<file path="config.mk">
export PLATFORM = sky130hd
export DESIGN_NAME = i2s_clk_ctrl
export DESIGN_NICKNAME = d
export VERILOG_FILES = /design/src/rtl/i2s_pkg.sv /design/src/rtl/i2s_frame_cnt.sv /design/src/rtl/i2s_clk_ctrl.sv
export SDC_FILE = /design/constraint.sdc
export NUM_CORES = 1
export LEC_CHECK = 0
export CORE_UTILIZATION = 55
export CTS_BUF_LIST = sky130_fd_sc_hd__clkbuf_8
export CTS_CLUSTER_DIAMETER = 60
export DETAILED_ROUTE_END_ITERATION = 10
export GPL_ROUTABILITY_DRIVEN = 1
export PLACE_DENSITY = 0.81
export SLEW_MARGIN = 20
export SYNTH_ARGS = -nofsm -noshare
export SYNTH_HDL_FRONTEND = slang
export SYNTH_SLANG_ARGS = --single-unit
</file>
<file path="constraint.sdc">
create_clock -name clk -period 8.3 [get_ports clk]
set_input_delay 1.66 -clock clk [delete_from_list [all_inputs] [get_ports clk]]
set_output_delay 1.66 -clock clk [all_outputs]
set_load 0.02 [all_outputs]
</file>
<file path="src/rtl/i2s_pkg.sv">
// Shared state encoding, output bundle and frame arithmetic for the I2S clocks.
// ST_WARMUP exists only when I2S_WARMUP_EN is defined.
package i2s_pkg;

    typedef enum logic [1:0] {
        ST_IDLE   = 2'd0,
        ST_RUN    = 2'd1,
        ST_STOP   = 2'd2
`ifdef I2S_WARMUP_EN
        ,
        ST_WARMUP = 2'd3
`endif
    } state_e;

    typedef struct packed {
        logic busy;
        logic mclk;
        logic sclk;
        logic lrck;
        logic sclk_rise;
        logic sclk_fall;
        logic frame_start;
    } clk_out_t;

    function automatic int unsigned frame_len(
        input int unsigned mclk_div,
        input int unsigned sclk_ratio,
        input int unsigned slot_bits
    );
        return mclk_div * sclk_ratio * 2 * slot_bits;
    endfunction

    function automatic int unsigned bit_period(
        input int unsigned mclk_div,
        input int unsigned sclk_ratio
    );
        return mclk_div * sclk_ratio;
    endfunction

endpackage

</file>
<file path="src/rtl/i2s_frame_cnt.sv">
// Frame position counter plus, with I2S_WARMUP_EN, the warm-up frame counter.
// clear has priority over advance; wrap_o flags the last cycle of a frame.
module i2s_frame_cnt #(
    parameter int unsigned F             = 64
`ifdef I2S_WARMUP_EN
    ,
    parameter int unsigned WARMUP_FRAMES = 4
`endif
) (
    input  logic                 clk,
    input  logic                 rst,
    input  logic                 clear_i,
    input  logic                 advance_i,
    output logic [$clog2(F)-1:0] cnt_o,
`ifdef I2S_WARMUP_EN
    output logic                 warm_done_o,
`endif
    output logic                 wrap_o
);

    localparam int unsigned CW = $clog2(F);

    logic [CW-1:0] cnt_q;
    logic [CW-1:0] cnt_d;

    assign wrap_o = (cnt_q == CW'(F - 1));
    assign cnt_o  = cnt_q;

    always_comb begin
        cnt_d = cnt_q;
        if (clear_i) begin
            cnt_d = '0;
        end else if (advance_i) begin
            cnt_d = wrap_o ? '0 : cnt_q + CW'(1);
        end
    end

    always_ff @(posedge clk) begin
        if (rst) begin
            cnt_q <= '0;
        end else begin
            cnt_q <= cnt_d;
        end
    end

`ifdef I2S_WARMUP_EN
    localparam int unsigned WW = $clog2(WARMUP_FRAMES + 1);

    logic [WW-1:0] wfrm_q;
    logic [WW-1:0] wfrm_d;
    logic          wlast;

    assign wlast       = (wfrm_q == WW'(WARMUP_FRAMES - 1));
    assign warm_done_o = wrap_o && wlast;

    // Saturates on the last frame so it never wraps while RUN keeps counting.
    always_comb begin
        wfrm_d = wfrm_q;
        if (clear_i) begin
            wfrm_d = '0;
        end else if (advance_i && wrap_o && !wlast) begin
            wfrm_d = wfrm_q + WW'(1);
        end
    end

    always_ff @(posedge clk) begin
        if (rst) begin
            wfrm_q <= '0;
        end else begin
            wfrm_q <= wfrm_d;
        end
    end
`endif

endmodule

</file>
<file path="src/rtl/i2s_clk_ctrl.sv">
// I2S master clock generator: mclk, sclk, lrck, edge strobes and bit index.
// Define I2S_WARMUP_EN to run mclk alone for WARMUP_FRAMES frames first.
module i2s_clk_ctrl
    import i2s_pkg::*;
#(
    parameter int unsigned MCLK_DIV      = 4,
    parameter int unsigned SCLK_RATIO    = 8,
    parameter int unsigned SLOT_BITS     = 32,
    parameter int unsigned WARMUP_FRAMES = 4
) (
    input  logic                         clk,
    input  logic                         rst,
    input  logic                         en,
    output logic                         busy,
    output logic                         mclk,
    output logic                         sclk,
    output logic                         lrck,
    output logic                         sclk_rise,
    output logic                         sclk_fall,
    output logic                         frame_start,
    output logic [$clog2(SLOT_BITS)-1:0] bit_idx
);

    localparam int unsigned F  = frame_len(MCLK_DIV, SCLK_RATIO, SLOT_BITS);
    localparam int unsigned P  = bit_period(MCLK_DIV, SCLK_RATIO);
    localparam int unsigned CW = $clog2(F);
    localparam int unsigned BW = $clog2(SLOT_BITS);

    // An illegal parameter set keeps the block parked in IDLE.
    localparam bit CFG_OK = (MCLK_DIV >= 2) && (MCLK_DIV % 2 == 0)
                         && (SCLK_RATIO >= 2) && (SCLK_RATIO % 2 == 0)
                         && (SLOT_BITS >= 2) && (WARMUP_FRAMES >= 1);

    state_e        state_q;
    state_e        state_d;
    clk_out_t      out_q;
    clk_out_t      out_d;
    logic [BW-1:0] bidx_q;
    logic [BW-1:0] bidx_d;

    logic [CW-1:0] cnt;
    logic [CW-1:0] cnt_la;
    logic          wrap;
    logic          clear;
`ifdef I2S_WARMUP_EN
    logic          warm_done;
`endif

    i2s_frame_cnt #(
        .F             (F)
`ifdef I2S_WARMUP_EN
        ,
        .WARMUP_FRAMES (WARMUP_FRAMES)
`endif
    ) u_cnt (
        .clk         (clk),
        .rst         (rst),
        .clear_i     (clear),
        .advance_i   (!clear),
        .cnt_o       (cnt),
`ifdef I2S_WARMUP_EN
        .warm_done_o (warm_done),
`endif
        .wrap_o      (wrap)
    );

    always_comb begin
        state_d = state_q;
        unique case (state_q)
            ST_IDLE: begin
                if (en && CFG_OK) begin
`ifdef I2S_WARMUP_EN
                    state_d = ST_WARMUP;
`else
                    state_d = ST_RUN;
`endif
                end
            end
`ifdef I2S_WARMUP_EN
            ST_WARMUP: begin
                if (!en) begin
                    state_d = ST_IDLE;
                end else if (warm_done) begin
                    state_d = ST_RUN;
                end
            end
`endif
            ST_RUN: begin
                if (!en) begin
                    state_d = ST_STOP;
                end
            end
            ST_STOP: begin
                if (en) begin
                    state_d = ST_RUN;
                end else if (wrap) begin
                    state_d = ST_IDLE;
                end
            end
            default: state_d = ST_IDLE;
        endcase
    end

    assign clear = (state_q == ST_IDLE) || (state_d == ST_IDLE);

    // Outputs are decoded from the count the frame counter is about to hold,
    // so every flop shows the state and position of the same cycle.
    assign cnt_la = (clear || wrap) ? '0 : cnt + CW'(1);

    always_comb begin
        logic          on;
        logic          act;
        logic [CW-1:0] mod_m;
        logic [CW-1:0] mod_p;
        on     = (state_d != ST_IDLE);
        act    = (state_d == ST_RUN) || (state_d == ST_STOP);
        mod_m  = cnt_la % CW'(MCLK_DIV);
        mod_p  = cnt_la % CW'(P);
        out_d  = '0;
        bidx_d = '0;
        out_d.busy = on;
        out_d.mclk = on && (mod_m >= CW'(MCLK_DIV / 2));
        if (act) begin
            out_d.sclk        = (mod_p >= CW'(P / 2));
            out_d.lrck        = (cnt_la >= CW'(F / 2));
            out_d.sclk_rise   = (mod_p == CW'(P / 2));
            out_d.sclk_fall   = (mod_p == '0);
            out_d.frame_start = (cnt_la == '0);
            bidx_d = BW'((cnt_la / CW'(P)) % CW'(SLOT_BITS));
        end
    end

    always_ff @(posedge clk) begin
        if (rst) begin
            state_q <= ST_IDLE;
            out_q   <= '0;
            bidx_q  <= '0;
        end else begin
            state_q <= state_d;
            out_q   <= out_d;
            bidx_q  <= bidx_d;
        end
    end

    assign busy        = out_q.busy;
    assign mclk        = out_q.mclk;
    assign sclk        = out_q.sclk;
    assign lrck        = out_q.lrck;
    assign sclk_rise   = out_q.sclk_rise;
    assign sclk_fall   = out_q.sclk_fall;
    assign frame_start = out_q.frame_start;
    assign bit_idx     = bidx_q;

endmodule

</file>
==> out/results.md <==
## Status
- completed — outcome

## Floorplan
- 45.5 um — Die Span Y
- 59.6% — effective utilization at floorplan
- 15 — Boundary Pins
- 0.00175 sq mm — Floorplan Core Area
- 15 — number of standard-cell rows in the floorplan
- 0.00207 sq mm — total die area
- 45.5 um — Die Span X

## Yosys
- 0.00104 sq mm — post-synthesis cell area
- 9.73 sq um — Post-Synthesis Mean Instance Area
- 36 — synth unique cells
- 48.1% — proportion of netlist area held by the largest area contributor
- 0 — YS warnings
- 112 — Mapped Nets
- 107 — synthesized instance count
- dfxtp_1 48%, nor2_1 8.7%, xnor2_1 5.0% — largest cells by area after synthesis
- 48.1% — register area share after synthesis
- dfxtp_1 — post-synth top area cell
- 25 — total of flip-flops plus latches after synthesis

## Route
- 0 — remaining antenna violation count
- 4 — number of search-and-repair iterations in the first detailed-routing pass
- 1780 um — wire length reported by the detailed router
- 5.21 — via density per instance
- 17 — 1st-iter DRT viols
- 0 — final routed DRC violation total
- 760 — DR vias
- 12.2 um — routed len/inst

## Final layout
- 0 — Antenna diodes
- 18.0% — synthesis-to-layout area growth
- 127 — # nets final
- 0.00123 sq mm — post-route design area
- 11 — flip-flop count of the largest register, all copies and words added
- 8.26% — share of cells above drive strength 1

## Place
- 0.00118 sq mm — DP Area
- 14 — number of port buffers
- 1230 um — Post-DP HPWL
- 0.835 — gp weighted congestion

## Pwr
- 0.160 mW — internal power
- 0.0419 mW — power spent charging and discharging nets
- 0.0000978 V — worst-case vdd ir drop
- 165 mW/mm^2 — power density of the placed cells
- 20.7% — proportion of total power due to net switching
- 60.7% — sequential cell fraction of total power
- 5.9% — logic gate share of total power
- 33.4% — Clk pwr share
- 0.202 mW — Total Power Consumption
- 0.427 nW — leakage component of the power

## STA
- 3.40 ns — time the final worst path needs with I/O delays and setup
- 68.4% — headroom to the max-slew limit
- 294 MHz — Max Clock Freq
- 40.9% — post-route clock period utilization
- no — RSZ-0062 raised after global routing
- 0 — total of endpoints with negative setup slack in the final report
- 0 — number of endpoints with negative hold slack in the final report
- 0.472 ns — worst-margin pin slew
- 0 — Max Slew Vio Count
- 0 ns — TNS Setup
- 0.00151 ns — final setup skew

## Worst hold path
- reg2reg — classification of the worst-slack hold path
- 1 — hold depth

## Clocking
- 3 — TritonCTS Buffers
- 0 — count of hold-fix buffers inserted at cts
- 0.26 ns — clock latency of the later-clocked register in the worst-skew pair
- 2 — clock tree buffer depth
- 25 — clock sinks
- 0 — cells resized by post-CTS repair
- 0.08 ns — Worst-path clk slew
- clkbuf_8 — clock root buffer
- 0 — setup bufs post-CTS
- done — CTS tree
- 1 — htree depth

## Setup path
- 7 — biggest fanout along the worst timing path
- 8.50 ns — required time worst endpoint
- in2reg — Worst Path Class, Setup
- flip-flop — Critical Path Sink Type
- 9 — count of cells along the worst register-to-register path
- 3.59 ns — arrival time worst endpoint
- input port — critical path startpoint category

## Global route
- 0 — initial antenna violation count
- 0 — overflow left after global routing
- 14 — maximum number of pins on one net before global-route repair
- 19.9% — total track usage
- 666 — via count of the first global-routing pass
- 2920 um — wire length of the first global-routing pass

## Run
- 0 — max-cap viol count

metal layers:
| layer | wire, um | track usage, % |
|---|---|---|
| met5 | 0 | 0 |
| met1 | 851 | 24.4 |
| met4 | 36 | 9.09 |
| met3 | 96 | 3.57 |
| met2 | 791 | 33.4 |
kinds of logic after synthesis:
family                   share of synthesized area, %
multiplexers                                    0.962
AO/OA/AOI/OAI                                    8.29
buffers and inverters                            3.85
XOR/XNOR                                         7.57
adder cells (fa/ha/maj)                          2.40
AND/OR/NAND/NOR                                  28.8
flip-flops                                       48.1
power groups by stage:
stage / logic [mW] / clock network (mW) / registers (mW)
floorplan: 0.00544 / 0 / 0.127
detailed placement: 0.0119 / 0 / 0.126
global placement: 0.0115 / 0 / 0.125
global route: 0.0131 / 0.0746 / 0.123
finish: 0.0119 / 0.0676 / 0.123
CTS: 0.0119 / 0.0699 / 0.123
synthesized netlist by cell type (all sizes together):
| cell type | count |
|---|---|
| buf | 4 |
| nor2 | 24 |
| and4 | 1 |
| a211oi | 2 |
| or4b | 1 |
| o311a | 1 |
| nor3b | 1 |
| o31a | 1 |
| nor4bb | 1 |
| ha | 2 |
| or2 | 1 |
| mux2i | 1 |
| a22oi | 1 |
| nor3 | 3 |
| a31oi | 1 |
| or3b | 1 |
| or3 | 1 |
| and3 | 1 |
| inv | 3 |
| nand2b | 3 |
| o31ai | 1 |
| o21bai | 2 |
| nor4 | 5 |
| o2111ai | 1 |
| a21o | 1 |
| xor2 | 3 |
| nand2 | 4 |
| xnor2 | 6 |
| dfxtp | 25 |
| nand3 | 5 |
worst max-delay path, cell delays in order:
cell             delay (ns)
clkdlybuf4s50_1        0.50
nand2_1                0.10
ha_1                   0.23
o21bai_1               0.24
or4b_1                 0.66
nor3b_2                0.21
placed cells by master (no fill, tap or decap), types with 2 or more instances in the layout:
master,n
a211oi_1,2
clkbuf_8,3
clkdlybuf4s50_1,14
dfxtp_1,25
ha_1,2
inv_1,4
nand2_1,3
nand2b_1,3
nand3_1,4
nor2_1,24
nor3_1,3
nor4_1,3
o21bai_1,2
xnor2_1,6
xor2_1,3
layout make-up:
type,instances,area [sq um]
fillers,160,517
flip-flops and latches,25,500
multi-input cells,75,500
repair buffers,14,140
clock buffers,3,41.3
well taps,25,31.3
inverters,3,11.3
clock inverters,1,3.75
stage by stage:
step	hold WS (ns)	instances	setup slack [ns]	utilization (%)
final	0.486	146	4.90	70.4
after global routing	0.514	146	4.85	70.4
after global placement	0.459	142	4.72	67.8
after floorplan	0.438	107	5.28	-
after detailed placement	0.468	142	4.64	67.8
after CTS	0.487	146	4.91	70.4
final timing paths:
path / start / to / slack (ns)
max: en / sclk_rise / 4.90
min: u_cnt.cnt_o[0] / u_cnt.cnt_o[0] / 0.49
max reg2reg: u_cnt.cnt_o[0] / sclk_rise / 5.38
min reg2reg: u_cnt.cnt_o[0] / u_cnt.cnt_o[0] / 0.49
Note: power is estimated with default switching activity, not from simulation.
